===== src/rtl/sorted_merge_reader32_pkg.sv =====
// Shared types and helpers for the sorted merge reader.
// Holds the default word width, a constant-safe clog2 and the FSM state encoding.
// No logic lives here; it is only imported.
package sorted_merge_reader32_pkg;

    localparam int W_DEFAULT = 32;

    // Ceiling log2, never less than 1 so a degenerate size still yields a usable width.
    function automatic int clog2(input int value);
        int r;
        r = 0;
        while ((1 << r) < value) begin
            r = r + 1;
        end
        if (r < 1) begin
            r = 1;
        end
        return r;
    endfunction

    typedef enum logic [0:0] {
        IDLE = 1'b0,
        EMIT = 1'b1
    } state_t;

endpackage


===== src/rtl/sorted_merge_reader32_if.sv =====
// Frame-in / word-out bundle for the sorted merge reader.
// Input side carries two packed sorted arrays plus direction; output side is one word per beat.
// Both sides use valid/ready; the slave modport is the reader's view.
interface sorted_merge_reader32_if
    import sorted_merge_reader32_pkg::*;
#(
    parameter int K = 16,
    parameter int W = W_DEFAULT
);
    logic             in_valid;
    logic             in_ready;
    logic [W*K-1:0]   in_array_a;
    logic [W*K-1:0]   in_array_b;
    logic             dir;
    logic             out_valid;
    logic             out_ready;
    logic [W-1:0]     out_data;
    logic             out_src;
    logic             out_last;

    modport master (
        output in_valid, in_array_a, in_array_b, dir, out_ready,
        input  in_ready, out_valid, out_data, out_src, out_last
    );

    modport slave (
        input  in_valid, in_array_a, in_array_b, dir, out_ready,
        output in_ready, out_valid, out_data, out_src, out_last
    );

endinterface


===== src/rtl/sorted_merge_reader32_compare_select32.sv =====
// Head selector: decides whether the next merged word comes from B.
// Purely combinational, zero latency.
// No handshake; exhausted flags take priority, ties go to A so the merge is stable.
module compare_select32
    import sorted_merge_reader32_pkg::*;
#(
    parameter int W = W_DEFAULT
) (
    input  logic [W-1:0] head_a,
    input  logic [W-1:0] head_b,
    input  logic         a_done,
    input  logic         b_done,
    input  logic         dir,
    output logic         select_b
);

    // Exhaustion first, then unsigned compare in the frame's direction.
    always_comb begin
        select_b = 1'b0;
        if (a_done) begin
            select_b = 1'b1;
        end else if (b_done) begin
            select_b = 1'b0;
        end else if (dir) begin
            select_b = (head_a > head_b);
        end else begin
            select_b = (head_a < head_b);
        end
    end

endmodule


===== src/rtl/sorted_merge_reader32.sv =====
// Merges two pre-sorted K-word frames into one sorted 2K-word stream, one word per beat.
// Latency 1: first word valid the cycle after frame acceptance; a frame occupies >= 2K+1 cycles.
// Output stalls hold data/src/last stable; no new frame is taken until the last word is accepted.
module sorted_merge_reader32
    import sorted_merge_reader32_pkg::*;
#(
    parameter int K = 16,
    parameter int W = W_DEFAULT
) (
    input  logic                  clk,
    input  logic                  rst,
    sorted_merge_reader32_if.slave bus
);

    localparam int IW = clog2(K + 1);
    localparam int CW = clog2(2 * K);
    localparam logic [IW-1:0] IDX_K    = IW'(K);
    localparam logic [CW-1:0] CNT_LAST = CW'(2 * K - 1);

    state_t               state;
    state_t               state_nxt;
    logic [K-1:0][W-1:0]  a_q;
    logic [K-1:0][W-1:0]  b_q;
    logic                 dir_q;
    logic [IW-1:0]        idx_a;
    logic [IW-1:0]        idx_b;
    logic [CW-1:0]        cnt;

    logic                 a_done;
    logic                 b_done;
    logic [W-1:0]         head_a;
    logic [W-1:0]         head_b;
    logic                 select_b;
    logic                 is_last;
    logic                 accept;
    logic                 hs;
    logic                 in_ready_c;
    logic                 out_valid_c;

    assign a_done  = (idx_a == IDX_K);
    assign b_done  = (idx_b == IDX_K);
    assign is_last = (cnt == CNT_LAST);

    // Head word lookup; an exhausted side reads as zero and is never selected.
    always_comb begin
        head_a = '0;
        head_b = '0;
        for (int i = 0; i < K; i++) begin
            if (idx_a == IW'(i)) begin
                head_a = a_q[i];
            end
            if (idx_b == IW'(i)) begin
                head_b = b_q[i];
            end
        end
    end

    compare_select32 #(
        .W (W)
    ) u_select (
        .head_a   (head_a),
        .head_b   (head_b),
        .a_done   (a_done),
        .b_done   (b_done),
        .dir      (dir_q),
        .select_b (select_b)
    );

    // Next-state and handshake decode; in_ready is forced low while reset is asserted.
    always_comb begin
        state_nxt   = state;
        in_ready_c  = 1'b0;
        out_valid_c = 1'b0;
        accept      = 1'b0;
        hs          = 1'b0;
        case (state)
            IDLE: begin
                in_ready_c = ~rst;
                accept     = bus.in_valid & ~rst;
                if (accept) begin
                    state_nxt = EMIT;
                end
            end
            EMIT: begin
                out_valid_c = 1'b1;
                hs          = bus.out_ready;
                if (hs && is_last) begin
                    state_nxt = IDLE;
                end
            end
            default: begin
                state_nxt = IDLE;
            end
        endcase
    end

    // State register.
    always_ff @(posedge clk) begin
        if (rst) begin
            state <= IDLE;
        end else begin
            state <= state_nxt;
        end
    end

    // Frame capture and merge pointers; only the selected side advances per beat.
    always_ff @(posedge clk) begin
        if (rst) begin
            a_q   <= '0;
            b_q   <= '0;
            dir_q <= 1'b0;
            idx_a <= '0;
            idx_b <= '0;
            cnt   <= '0;
        end else if (accept) begin
            a_q   <= bus.in_array_a;
            b_q   <= bus.in_array_b;
            dir_q <= bus.dir;
            idx_a <= '0;
            idx_b <= '0;
            cnt   <= '0;
        end else if (hs) begin
            if (select_b) begin
                idx_b <= idx_b + 1'b1;
            end else begin
                idx_a <= idx_a + 1'b1;
            end
            cnt <= is_last ? '0 : cnt + 1'b1;
        end
    end

    // Outputs derive from registered state only; idle shows zeros.
    assign bus.in_ready  = in_ready_c;
    assign bus.out_valid = out_valid_c;
    assign bus.out_data  = (state == EMIT) ? (select_b ? head_b : head_a) : '0;
    assign bus.out_src   = (state == EMIT) & select_b;
    assign bus.out_last  = (state == EMIT) & is_last;

endmodule


===== src/flat_wrapper.sv =====
// flat-port wrapper written by rule: the top's interface ports become plain ports
module sorted_merge_reader32_flat import sorted_merge_reader32_pkg::*;
#(
    parameter int K = 16,
    parameter int W = W_DEFAULT
)
  (clk, rst, bus_in_valid, bus_in_array_a, bus_in_array_b, bus_dir, bus_out_ready, bus_in_ready, bus_out_valid, bus_out_data, bus_out_src, bus_out_last);
  sorted_merge_reader32_if #(.K(K), .W(W)) bus_i ();
  input  logic clk;
  input  logic rst;
  input wire logic [$bits(bus_i.in_valid)-1:0] bus_in_valid;
  input wire logic [$bits(bus_i.in_array_a)-1:0] bus_in_array_a;
  input wire logic [$bits(bus_i.in_array_b)-1:0] bus_in_array_b;
  input wire logic [$bits(bus_i.dir)-1:0] bus_dir;
  input wire logic [$bits(bus_i.out_ready)-1:0] bus_out_ready;
  output wire logic [$bits(bus_i.in_ready)-1:0] bus_in_ready;
  output wire logic [$bits(bus_i.out_valid)-1:0] bus_out_valid;
  output wire logic [$bits(bus_i.out_data)-1:0] bus_out_data;
  output wire logic [$bits(bus_i.out_src)-1:0] bus_out_src;
  output wire logic [$bits(bus_i.out_last)-1:0] bus_out_last;
  assign bus_i.in_valid = bus_in_valid;
  assign bus_i.in_array_a = bus_in_array_a;
  assign bus_i.in_array_b = bus_in_array_b;
  assign bus_i.dir = bus_dir;
  assign bus_i.out_ready = bus_out_ready;
  assign bus_in_ready = bus_i.in_ready;
  assign bus_out_valid = bus_i.out_valid;
  assign bus_out_data = bus_i.out_data;
  assign bus_out_src = bus_i.out_src;
  assign bus_out_last = bus_i.out_last;
  sorted_merge_reader32 #(.K(K), .W(W)) u_core (.clk(clk), .rst(rst), .bus(bus_i));
endmodule

===== config.mk =====
export PLATFORM = sky130hd
export DESIGN_NAME = sorted_merge_reader32_flat
export DESIGN_NICKNAME = d
export VERILOG_FILES = /design/src/rtl/sorted_merge_reader32_pkg.sv /design/src/rtl/sorted_merge_reader32_if.sv /design/src/rtl/sorted_merge_reader32_compare_select32.sv /design/src/rtl/sorted_merge_reader32.sv /design/src/flat_wrapper.sv
export SDC_FILE = /design/constraint.sdc
export NUM_CORES = 2
export LEC_CHECK = 0
export BUFFER_PORTS_ARGS = -buffer_cell sky130_fd_sc_hd__buf_2
export CAP_MARGIN = 40
export CORE_AREA = 2 2 412 414
export CTS_BUF_LIST = sky130_fd_sc_hd__clkbuf_16
export DETAILED_ROUTE_END_ITERATION = 10
export DIE_AREA = 0 0 414 416
export PLACE_DENSITY = 0.47
export SLEW_MARGIN = 20
export SYNTH_ARGS = -nofsm -noshare
export SYNTH_HDL_FRONTEND = slang
export SYNTH_SLANG_ARGS = --single-unit

===== constraint.sdc =====
create_clock -name clk -period 5.8 [get_ports clk]
set_clock_uncertainty 0.05 [all_clocks]
set_input_delay 0.87 -clock clk [delete_from_list [all_inputs] [get_ports clk]]
set_output_delay 0.87 -clock clk [all_outputs]
set_load 0.01 [all_outputs]

Word-level counts from Yosys, hierarchy flattened. Cells that the tools add are included.

Bits in registers: 1041. Input port bits: 1029. Output and inout bits: 36. Logic and storage cells: 132.

$add $sub $neg: 3. Magnitude comparators: 2. Equal/unequal tests: 33. Mux-type cells: 45. Bitwise logic cells: 6. Reduce and logical (&&, ||, !) cells: 6.

Operators with widths (number): two-way mux 32 bit (34); equality test 5 x 4 -> 1 bit, second input constant (16); equality test 5 x 3 -> 1 bit, second input constant (8); > comparator 32 bit (1); less-than comparator 32 bit (1); equality test 5 x 2 -> 1 bit, second input constant (4); adder 5 x 1 -> 5 bit, second input constant (3); equality test 5 bit, second input constant (3); equality test 5 x 1 -> 1 bit, second input constant (2); logical NOT 5 bit (2); two-way mux 1 bit (9); two-way mux 5 bit (1); AND reduction 2 bit (2); bitwise AND 1 bit (3); inverter 1 bit (3); one-hot mux 1 bit (2 select lines) (1); OR reduction 2 bit (1); logical AND 1 bit (1).

Logic depth before layout (Yosys ltp).
Depth after elaboration: 23. Depth in mapped cells: 25. Depth with buffers taken out: 19.

By module. A second synthesis with hierarchy kept.

Cells, all modules: 6393. Area, all modules: 49338.6 sq um.

By module, submodules not included: sorted_merge_reader32 (times used 1, cells each 6275, area an instance 48505.3 sq um, sequential area each 20840.0 sq um); compare_select32 (times used 1, cells each 118, area an instance 833.3 sq um, sequential area each 0.0 sq um).

Least setup slack after synthesis. Ideal clock, no wire load.

Path type: reg2out. Start: reg u_core.idx_b[0]. End: out bus_out_data[29]. Data arrival time: 4.870 ns. Data required time: 4.880 ns. Path slack: 0.010 ns. Stages on the path, launching flop included: 22. Path buffers: 7. Cell sequence: dfxtp_1 ha_1 clkbuf_1 clkbuf_1 and3_1 ha_1 clkbuf_1 clkbuf_1 clkbuf_1 nand2_1 nand2_1 o21ai_0 ha_1 nand4_1 or4_1 and4_1 o21a_1 a211oi_2 o21ai_1 buf_2 buf_2 a211oi_1.

Cells in the longest elaborated chain, start to end: 23. Elaborated cells on any way between the ends: 40. Those cells by class: 2 x order compare; 16 x eq/ne; 21 x mux; 1 x reduce/logical.

Ends and longest elaborated chain: start, declared (RTL line sorted_merge_reader32.sv:26) `logic [IW-1:0] idx_b;`; start signal, assigned (RTL line sorted_merge_reader32.sv:124) `idx_b <= idx_b + 1'b1;`; logical NOT 5 bit (RTL line sorted_merge_reader32.sv:52) `if (idx_b == IW'(i)) begin`; two-way mux 32 bit (16 in a row) (RTL line sorted_merge_reader32.sv:52); less-than comparator 32 bit or > comparator 32 bit (tied branches) (RTL line sorted_merge_reader32_compare_select32.sv:27, sorted_merge_reader32_compare_select32.sv:25); two-way mux 1 bit (RTL line sorted_merge_reader32_compare_select32.sv:24) `end else if (dir) begin`; two-way mux 1 bit (RTL line sorted_merge_reader32_compare_select32.sv:22) `end else if (b_done) begin`; two-way mux 1 bit (RTL line sorted_merge_reader32_compare_select32.sv:20) `if (a_done) begin`; two-way mux 32 bit (*) (2 in a row) (RTL line sorted_merge_reader32.sv:135) `assign bus.out_data = (state == EMIT) ? (select_b ? head_b : head_a) : '0;`; end, declared (RTL line flat_wrapper.sv:18) `output wire logic [$bits(bus_i.out_data)-1:0] bus_out_data;`.

Mark *: on every way between the ends. The rest lies on a longest branch, timed or not.

Worst setup path after layout.
Start: reg u_core.idx_a[1]. End: out bus_out_data[20].

Cells in the longest elaborated chain, start to end: 23. Elaborated cells on any way between the ends: 40. Those cells by class: 2 x order compare; 16 x eq/ne; 21 x mux; 1 x reduce/logical.

Ends and longest elaborated chain: start, declared (RTL line sorted_merge_reader32.sv:25) `logic [IW-1:0] idx_a;`; start signal, assigned (RTL line sorted_merge_reader32.sv:126) `idx_a <= idx_a + 1'b1;`; logical NOT 5 bit (RTL line sorted_merge_reader32.sv:49) `if (idx_a == IW'(i)) begin`; two-way mux 32 bit (16 in a row) (RTL line sorted_merge_reader32.sv:49); less-than comparator 32 bit or > comparator 32 bit (tied branches) (RTL line sorted_merge_reader32_compare_select32.sv:27, sorted_merge_reader32_compare_select32.sv:25); two-way mux 1 bit (RTL line sorted_merge_reader32_compare_select32.sv:24); two-way mux 1 bit (RTL line sorted_merge_reader32_compare_select32.sv:22); two-way mux 1 bit (RTL line sorted_merge_reader32_compare_select32.sv:20); two-way mux 32 bit (*) (2 in a row) (RTL line sorted_merge_reader32.sv:135).

Marks and branches as above.

==> impl_metrics.csv <==
group,metric,value,unit
run_status,status,"complete, but fails checks",
run_status,failed_checks,"setup timing",
power,p_total,19.04,mW
clocking,clk_latency,0.74,ns
flow_run,max-cap-violations,0,
logic_synthesis,syn-num-nets,7440,
clocking,h-tree-depth,3,
logic_synthesis,synth_cells,6367,
grt,grt-ovfl-total,0,
floorplan,start_util,0.2913,
floorplan,rows,151,
finish,area_delta_synth_final,36.72,%
clocking,numCtsBuffers,120,
timing,max_freq,0.1467,GHz
logic_synthesis,syn_area,48980,um2
finish,drive_above_1_share,0.2863,
routing,dr_wl_met2,127.4,mm
place,dp_hpwl,215.5,mm
power,p_leak,26.82,nW
grt,grt_pass1_vias,51650,
finish,nets,8836,
timing,min_period_over_period,1.176,
place,place_congestion,0.9860,
routing,postRouteWirelength,270.8,mm
routing,ant_nets,0,
clocking,cts_buffer_depth,3,
logic_synthesis,yosys.area.top_type,"dfxtp_1",
logic_synthesis,yosysTopAreaCellShare,0.4255,
worst_setup_path,crit_path_start,"u_core.idx_a[1]",
logic_synthesis,synth-edff-count,0,
worst_setup_path,r2r_cells,19,
worst_setup_path,critPathMaxFanout,11,
clocking,cts_sinks,1041,
logic_synthesis,ys_seq_elements,1041,
timing,slew_viol_final,0,
timing,worst_pin_slew,1.180,ns
routing,drc,0,
routing,top_layer_used,"met5",
worst_setup_path,worst-endpoint-required,4.88,ns
place,portBuffers,1064,
timing,relSlewSlack,0.2136,
min_path,hold_path.class,"in2reg",
routing,first_pass_iters,6,
logic_synthesis,synth.avg_cell_area,7.693,um2
worst_setup_path,rrSetupSlack,0.20,ns
grt,grt_antenna_before_repair,18,
routing,wl_per_cell,26.85,um
floorplan,die_w,414,um
grt,grt_max_degree,281,
timing,rsz0062_at_grt,"yes",
routing,met3_length,13.62,mm
worst_setup_path,r2r_start,"u_core.idx_b[1]",
logic_synthesis,synth_warnings,0,
floorplan,io_pins,1065,
floorplan,core_area,168100,um2
logic_synthesis,synth_flop_cell,"dfxtp_1",
clocking,clockRootBuffer,"clkbuf_16",
routing,wl_met1,112.1,mm
timing,fin_tns_setup,-30.67,ns
logic_synthesis,netlist_top_cells_area,"dfxtp_1, nand2b_1, o21ai_0",
clocking,clkTransAtPathRegs,0.06,ns
routing,vias,52310,
worst_setup_path,endpoint,"bus_out_data[20]",
timing,timing.final.ws_setup,-1.019,ns
worst_setup_path,startpoint_type,"register",
power,p_per_area,284.3,nW/um2
logic_synthesis,synth-seq-area-share,0.4255,
finish,fillerInstances,17700,
grt,grtUsageTotal,0.3004,
timing,hold_viol_final,0,
floorplan,die_area,172200,um2
grt,grt_pass1_wl,376.5,mm
worst_setup_path,r2r_end,"u_core.idx_a[3]",
floorplan,dieHeight,416,um
logic_synthesis,async_reset_ff_frac,0,
timing,finalSetupViolCount,33,
routing,routed_via_density,5.187,
worst_setup_path,end_kind,"output pin",
power,irDropWorstVdd,0.0002570,V
worst_setup_path,worstSetupPathType,"reg2out",
routing,drt_iter0_drc,4897,
timing,period_needed,6.819,ns
clocking,cts_tree,"yes",
worst_setup_path,worstPathArrival,5.90,ns
logic_synthesis,synth_cell_types,87,
[routing by layer]
metal | vias to the layer above | track usage
li1 | 24720 | -
met1 | 25140 | 0.3716
met2 | 1981 | 0.5029
met3 | 470 | 0.03817
met4 | 4 | 0.1728
met5 | - | 0
[registers in the layout, summed over array words and instances, names as in the netlist]
signal / count
u_core.a_q: 512
u_core.b_q: 512
u_core.cnt: 5
u_core.idx_a: 5
u_core.idx_b: 5
u_core.dir_q: 1
u_core.state: 1
[metrics by stage]
stage	area, um2	hold slack (ns)	util	setup WS, ns	std cells
2_1_floorplan	48980	0.3906	-	0.009777	6367
3_3_place_gp	61040	0.3995	0.3630	-1.544	9812
3_5_place_dp	61160	0.4048	0.3637	-1.578	9819
4_1_cts	66240	0.2008	0.3939	-1.161	10060
5_1_grt	66960	0.2308	0.3982	-1.235	10080
6_report	66970	0.2566	0.3983	-1.019	10090
[what timing repair did]
item                       4_1_cts  5_1_grt
hold buffers                     0        0
buffers inserted                28       16
setup endpoints to repair       43       35
pin swaps                       42       33
cloned                           2        1
gates resized for setup        227      120
[worst min-delay path by stage]
stage,cells past startpoint,endpoint,start,slack [ns]
after floorplan,2,u_core.cnt[4],u_core.cnt[4],0.39
after global placement,2,u_core.cnt[4],u_core.cnt[4],0.40
after detailed placement,2,u_core.cnt[4],u_core.cnt[4],0.40
after CTS,3,u_core.a_q[256],bus_in_array_a[256],0.20
after global routing,3,u_core.b_q[473],bus_in_array_b[473],0.23
final,3,u_core.a_q[301],bus_in_array_a[301],0.26
[critical path, stage by stage (launching register included)]
cell       delay [ns]
dfxtp_4          0.37
inv_4            0.07
ha_4             0.15
buf_12           0.14
buf_6            0.12
and3b_1          0.18
a21oi_2          0.11
o21ai_1          0.10
a21o_2           0.31
a222oi_1         0.53
buf_4            0.22
a21oi_1          0.07
a2111oi_2        0.21
buf_4            0.19
nor2_1           0.04
ha_1             0.34
a21oi_1          0.08
a211o_1          0.29
o211ai_1         0.15
buf_4            0.17
o221a_4          0.19
a211oi_4         0.06
o21a_4           0.23
buf_12           0.14
or4_4            0.40
o211a_1          0.14
buf_2            0.14
[final cells by class]
type | instances | area (um2) | share of cell area
clock inverter | 97 | 802.0 | 0.01198
antenna | 9 | 22.52 | 0.0003363
tap | 2218 | 2775 | 0.04144
inverter | 40 | 158.9 | 0.002373
sequential | 1041 | 20860 | 0.3115
timing repair buffer | 1827 | 12020 | 0.1795
clock buffer | 121 | 3028 | 0.04521
multi-input combinational | 4733 | 27300 | 0.4076
[cell families (layout without fill, tap and decap cells)]
| logic type | Yosys count | in the layout | synth area share |
|---|---|---|---|
| AOI/OAI and AO/OA | 1959 | 1959 | 0.2343 |
| xor gates and xnor gates | 3 | 3 | 0.0005365 |
| adders and majority gates | 44 | 44 | 0.01124 |
| buffers and inverters | 593 | 2085 | 0.04797 |
| DFF | 1041 | 1041 | 0.4255 |
| muxes | 3 | 3 | 0.0006131 |
| other | 0 | 9 | 0 |
| and+or+nand+nor | 2724 | 2724 | 0.2799 |
[cells in the final DEF (no fill, tap or decap), types with 14 or more instances in the layout]
cell and n:
a211oi_1 15, a21oi_1 198, a21oi_2 20, a221o_1 22
a221oi_1 68, a22oi_1 38, a31o_2 16, a31oi_1 19
and3_1 22, buf_12 56, buf_2 1056, buf_4 674
buf_6 31, clkbuf_16 122, clkinv_1 29, dfxtp_1 1032
ha_1 27, inv_1 65, nand2_1 1231, nand2b_1 1007
nand3_1 48, nand3b_1 14, nand4_1 14, nand4bb_1 15
nor2_1 171, nor2b_1 19, nor3_1 38, o211ai_1 23
o21ai_0 1145, o21ai_1 24, o221ai_1 40, o22ai_1 75
o31ai_1 37
[cells in the mapped netlist, types with 22 or more instances]
library cell and count:
inv_1 39, a31oi_1 23, dfxtp_1 1041, a221o_1 22, o21ai_0 1181, o31ai_1 45
nand2b_1 1007, a221oi_1 78, nor3_1 50, nor2_1 179, ha_1 44, nand3_1 57
a21oi_1 221, nand2_1 1237, and3_1 22, o221ai_1 48, buf_2 88, clkbuf_1 447
o22ai_1 82, o211ai_1 23, a22oi_1 38
[power by group]
group	switching (mW)	total [mW]	internal, mW
Sequential	0.437	8.08	7.65
Clock	3.28	7.54	4.26
Combinational	1.89	3.42	1.53
Power figures use the tool's default switching activity.
